<file path="src/rtl/sync_fifo_param.sv">
// rtl/sync_fifo_param.sv - parametrised single-clock show-ahead FIFO with wrap-bit pointers
// Optional sticky overflow/underflow flags (ovf_o/udf_o) are built when SYNC_FIFO_ERR_FLAG_EN is defined.
module sync_fifo_param #(
    parameter int DATA_W    = 32,
    parameter int ADDR_W    = 4,
    parameter int AFULL_TH  = 12,
    parameter int AEMPTY_TH = 2
) (
    input  logic              clk,
    input  logic              rst,
    input  logic              flush_i,
    input  logic              wen_i,
    input  logic [DATA_W-1:0] data_i,
    input  logic              ren_i,
    output logic [DATA_W-1:0] data_o,
    output logic              full_o,
    output logic              empty_o,
    output logic              afull_o,
    output logic              aempty_o,
`ifdef SYNC_FIFO_ERR_FLAG_EN
    output logic              ovf_o,
    output logic              udf_o,
`endif
    output logic [ADDR_W:0]   count_o
);

    localparam int DEPTH = 1 << ADDR_W;
    localparam int PTR_W = ADDR_W + 1;

    logic [DATA_W-1:0] mem [DEPTH];
    logic [PTR_W-1:0]  wptr;
    logic [PTR_W-1:0]  rptr;
    logic              wr_acc;
    logic              rd_acc;

    // Same low bits with differing wrap bits means the writer is a full lap ahead.
    assign empty_o = (wptr == rptr);
    assign full_o  = (wptr[ADDR_W-1:0] == rptr[ADDR_W-1:0]) && (wptr[ADDR_W] != rptr[ADDR_W]);

    assign wr_acc = wen_i & ~full_o;
    assign rd_acc = ren_i & ~empty_o;

    always_ff @(posedge clk) begin
        if (rst || flush_i) begin
            wptr    <= '0;
            rptr    <= '0;
            count_o <= '0;
        end else begin
            if (wr_acc) begin
                wptr <= wptr + 1'b1;
            end
            if (rd_acc) begin
                rptr <= rptr + 1'b1;
            end
            case ({wr_acc, rd_acc})
                2'b10:   count_o <= count_o + 1'b1;
                2'b01:   count_o <= count_o - 1'b1;
                default: count_o <= count_o;
            endcase
        end
    end

    // Storage is deliberately left out of reset; only accepted writes touch it.
    always_ff @(posedge clk) begin
        if (!rst && !flush_i && wr_acc) begin
            mem[wptr[ADDR_W-1:0]] <= data_i;
        end
    end

    assign data_o   = empty_o ? '0 : mem[rptr[ADDR_W-1:0]];
    assign afull_o  = (count_o >= PTR_W'(AFULL_TH));
    assign aempty_o = (count_o <= PTR_W'(AEMPTY_TH));

`ifdef SYNC_FIFO_ERR_FLAG_EN
    // Sticky until reset; a flush clears the data but keeps the error history.
    always_ff @(posedge clk) begin
        if (rst) begin
            ovf_o <= 1'b0;
            udf_o <= 1'b0;
        end else begin
            if (wen_i && full_o && !flush_i) begin
                ovf_o <= 1'b1;
            end
            if (ren_i && empty_o && !flush_i) begin
                udf_o <= 1'b1;
            end
        end
    end
`endif

endmodule

</file>
<file path="config.mk">
export PLATFORM = sky130hd
export DESIGN_NAME = sync_fifo_param
export DESIGN_NICKNAME = d
export VERILOG_FILES = /design/src/rtl/sync_fifo_param.sv
export SDC_FILE = /design/constraint.sdc
export NUM_CORES = 1
export LEC_CHECK = 0
export ABC_AREA = 0
export BUFFER_PORTS_ARGS = -buffer_cell sky130_fd_sc_hd__buf_2
export CORE_UTILIZATION = 58
export DETAILED_ROUTE_END_ITERATION = 10
export GPL_TIMING_DRIVEN = 1
export MAX_ROUTING_LAYER = met4
export PLACE_DENSITY = 0.82
export REMOVE_ABC_BUFFERS = 1
export SYNTH_ARGS = -nofsm -noshare
export SYNTH_HDL_FRONTEND = slang
export SYNTH_SLANG_ARGS = --single-unit
</file>
<file path="constraint.sdc">
create_clock -name clk -period 6.1 [get_ports clk]
set_input_delay 0.61 -clock clk [delete_from_list [all_inputs] [get_ports clk]]
set_output_delay 0.61 -clock clk [all_outputs]
set_load 0.02 [all_outputs]
</file>
# Yosys cells after proc, flatten, opt, wreduce, memory -nomap -nowiden
# Memory sizes are Yosys's and may differ from the RTL's. A register that Yosys moved wholly into a read port is not among the register bits.
# Index checks and enable logic that the tools add are counted.
[totals] reg_bits=15 latch_bits=0 ramBits=512 romBits=0 in_bits=37 out_inout_bits=41 wordCells=32 mem_count=1
[op_classes] add_sub_neg=4 mul=0 div=0 n_lt_le_gt_ge=2 eq_ne=5 shift=0 muxes=6 n_bitwise=4 n_reduce_logical=7
[mem_list] memory="mem" depth=16 width=32 rd=1 rd_ports_with_merged_regs=1 write_ports=1 line="30" rtl="logic [DATA_W-1:0] mem [DEPTH];"
[op_table] operator="$mux 32" n=1
[op_table] operator="$add 5x1->5 const B" n=3
[op_table] operator="$pmux 5 s2" n=1
[op_table] operator="$mux 4" n=2
[op_table] operator="$eq 5x5->1" n=1
[op_table] operator="$ge 5x4->1 const B" n=1
[op_table] operator="$le 5x2->1 const B" n=1
[op_table] operator="$sub 5x1->5 const B" n=1
[op_table] operator="$eq 4x4->1" n=1
[op_table] operator="$logic_and 1x1->1" n=3
[op_table] operator="$and 1x1->1" n=2
[op_table] operator="$eq 2x1->1 const B" n=1
[op_table] operator="$eq 2x2->1 const B" n=1
[op_table] operator="$logic_not 1->1" n=2
[op_table] operator="$mux 1" n=2
[op_table] operator="$not 1->1" n=2
[op_table] operator="$reduce_bool 2->1" n=1
[op_table] operator="$logic_or 1x1->1" n=1
[op_table] operator="$ne 1x1->1" n=1

# Longest topological paths before layout
[depth] word_depth=7 mapped_depth=13

# Worst setup path after synthesis
# Ideal clock, no wire load.
[synth_path] path_kind="reg-to-reg" start="register wptr[3]" end="register count_o[4]" setup_time_ps=72 t_arrival_ps=2616 required_ps=6028 path_slack_ps=3412 path_stages_with_launch=14 path_buffers=3 period_less_slack_ps=2688 path_cell_list="dfxtp_1 > buf_2 > xnor2_1 > and4_4 > buf_6 > a21oi_4 > buf_6 > inv_1 > ha_1 > fa_1 > a21o_1 > a21oi_1 > mux2i_1 > mux2i_1"
[synth_via] elab_chain_len=6
[synth_lines] item="start, declared" line="31" rtl="logic [PTR_W-1:0] wptr;"
[synth_lines] item="start signal, assigned" line="50" rtl="wptr <= wptr + 1'b1;"
[synth_lines] item="$eq 4x4->1" line="38" rtl="assign full_o = (wptr[ADDR_W-1:0] == rptr[ADDR_W-1:0]) && (wptr[ADDR_W] != rptr[ADDR_W]);"
[synth_lines] item="$logic_and 1x1->1" line="38"
[synth_lines] item="$not 1->1" line="40" rtl="assign wr_acc = wen_i & ~full_o;"
[synth_lines] item="$and 1x1->1" line="40"
[synth_lines] item="$eq 2x1->1 or $eq 2x2->1 (tied branches)" line="55" rtl="case ({wr_acc, rd_acc})"
[synth_lines] item="$pmux 5 s2 or $reduce_bool 2->1 (tied branches)"
[synth_lines] item="end signal, assigned" line="56" rtl="2'b10: count_o <= count_o + 1'b1;"
[synth_lines] item="end signal, assigned" line="57" rtl="2'b01: count_o <= count_o - 1'b1;"
[synth_lines] item="end signal, assigned" line="58" rtl="default: count_o <= count_o;"
[synth_lines] item="end, declared" line="24" rtl="output logic [ADDR_W:0] count_o"
# Several ways; a longest one is shown, not always the timed one.
# A chain may end at the register's enable or synchronous reset.

==> impl_metrics.yaml <==
timing:
  worstMarginPinSlew_ns: 1.20
  skew_ns: 0.0196
  period_share: 0.649
  period_needed_ns: 3.96
  fmax_ghz: 0.253
  setup_viol: 0
  maxSlewHeadroom: 0.201
  setup_tns_ns: 0
  slew_violations: 0
  grt_setup_unrepaired: "no"
  hold_viol: 0
clocking:
  h-tree-depth: 2
  cts_buffer_depth: 3
  cts_root_buf: "clkbuf_16"
  numCtsBuffers: 50
  cts_tree: "built"
  postCtsHoldBufs: 0
  post_cts_resize_count: 0
  cts.reportedPaths.clkPinSlew_ns: 0.06
  clock_sinks: 531
  cts_setup_buffers: 0
  insertion_delay_ns: 0.56
final_layout:
  fillCellCount: 2203
  register_area_um2: 15800
  syn_to_final_growth_pct: 11.5
  drive_above_1_share: 0.291
  multiInputGateArea_um2: 4320
  fin_nets: 1055
synthesis:
  synth.most_common_cell: "edfxtp_1"
  synth_area_leaders: "edfxtp_1 (76%), mux4_2 (14%), o22ai_1 (2.0%)"
  synth_top_area_share: 0.756
  yosys_most_used_dff: "edfxtp_1"
  synth-edff-count: 512
  synth_warnings: 0
  synthCells: 925
  yosysSeqAreaShare: 0.775
  synth-seq-cells: 531
  synthArstFlopShare: 0
  syn_area_per_cell_um2: 22.0
  synthesis.area_um2: 20300
  synth_cell_type_count: 42
  yosys.area.top_type: "edfxtp_1"
  synth_common_cells: "edfxtp_1 (512), mux4_2 (128), o22ai_1 (64)"
floorplanning:
  dieWidth_um: 189
  die_area_um2: 35800
  start_util: 0.589
  num_rows: 68
  io_pins: 78
  core-area_um2: 34500
  fp.dieH_um: 189
drt:
  dr_wl_met3_um: 3490
  wl_met1_um: 16400
  drc_errors: 0
  via_per_inst: 6.62
  num_vias: 9955
  first_pass_iters: 5
  highest_layer: "met4"
  ant_nets: 0
  drt_iter0_markers: 1132
  finalWirelength_um: 43900
  wl_per_cell_um: 29.2
  met2_wirelength_um: 22800
grt:
  grt_pass1_wl_um: 65500
  grt_max_degree: 74
  gr-total-overflow: 0
  grt_pass1_vias: 10500
  track_usage: 0.263
  antenna_found_initial: 2
worst_setup_path:
  crit_buf_inv: 2
  critPathKind: "flop to output port"
  crit_path_end_kind: "output port"
  cpLargestDelayFamily: "buffers and inverters"
  regToRegSetupSlack_ns: 3.22
  arrival_ns: 3.35
  max_stage_delay_ns: 0.74
  cp-start-kind: "flop"
  cp_slowest_cell: "buf_4"
  critPathRequiredTime_ns: 5.49
  crit_fanout: 39
  cp_cell_sequence: "buf_4 -> mux4_2 -> o22ai_1 -> nor3_1 -> buf_2"
power:
  max-vdd-ir-drop_mv: 0.230
  power_density_nw_per_um2: 314
  power_mw: 7.13
  leakage_nw: 7.06
flow_run:
  maxCapViolCount: 0
min_path:
  hold_path.class: "input port to flop"
place:
  gp_congestion: 0.777
  hpwl_um: 21100
  portBuffers: 77
outcome:
  status: "finished clean"
[cell usage in the layout, fill, tap and decap left out, drive strengths merged, types with 7 or more instances in the layout]
| cell type | count |
|---|---|
| and4 | 17 |
| mux2i | 9 |
| buf | 83 |
| nand2 | 11 |
| dfxtp | 19 |
| o22ai | 64 |
| a21oi | 8 |
| nor3 | 32 |
| edfxtp | 512 |
| nor2 | 10 |
| inv | 7 |
| mux4 | 128 |
| clkinv | 28 |
| clkbuf | 61 |
| ha | 9 |
[final cells by class]
| type | instances | share of cell area |
|---|---|---|
| well taps | 455 | 0.0251 |
| diodes | 2 | 0.000221 |
| clock buffers | 61 | 0.0598 |
| inverters | 7 | 0.00116 |
| repair buffers | 83 | 0.0195 |
| clock inverters | 30 | 0.00817 |
| flip-flops and latches | 531 | 0.695 |
| multi-input cells | 335 | 0.191 |
[cells by family after synthesis]
family	after synthesis	synth area share
multiplexers	137	0.146
AO/OA/AOI/OAI	88	0.0287
buffers and inverters	59	0.0143
flip-flops	531	0.775
adder cells (fa/ha/maj)	10	0.00652
AND/OR/NAND/NOR	91	0.0257
XOR/XNOR	9	0.00388
[registers in the layout (all words and copies together), names as in the netlist, named ones only]
signal   flops
mem        512
rptr         5
wptr         5
count_o      5
[stage by stage]
| stage | utilization | instance area, µm² | worst slack (ns) | hold WS, ns | instances |
|---|---|---|---|---|---|
| CTS | 0.656 | 22700 | 2.08 | 0.341 | 1502 |
| global placement | 0.612 | 21100 | 2.79 | 0.490 | 1411 |
| finish | 0.656 | 22700 | 2.14 | 0.355 | 1504 |
| floorplan | - | 20100 | 0.792 | 0.476 | 873 |
| global route | 0.656 | 22700 | 1.98 | 0.364 | 1504 |
| detailed placement | 0.612 | 21100 | 2.72 | 0.496 | 1411 |
[metal layers]
layer,up-vias,global-route usage
met1,5176,0.331
met4,0,0.0927
li1,4121,-
met5,-,-
met3,103,0.0473
met2,555,0.435
[worst reg2reg max path: stages (launching register included)]
cell and delay (ns):
dfxtp_1 0.46, xnor2_1 0.13, and4_4 0.25, a21oi_4 0.38
inv_1 0.09, ha_1 0.29, fa_1 0.43, a21o_1 0.18
a21oi_1 0.17, mux2i_1 0.24, mux2i_1 0.19
[worst paths after layout]
path	startpoint	to	cells past startpoint
max	flop	data_o[15]	5
min	rst	count_o[4]	3
max reg2reg	wptr[2]	count_o[4]	10
min reg2reg	rptr[4]	rptr[4]	2
[where the power goes]
group,switching (mW),internal (mW),total [mW]
Clock,1.28,1.66,2.94
Combinational,0.127,0.0539,0.181
Sequential,0.00781,4.00,4.01
Total,1.41,5.71,7.13
No activity file was read; power rests on OpenSTA's default activity.
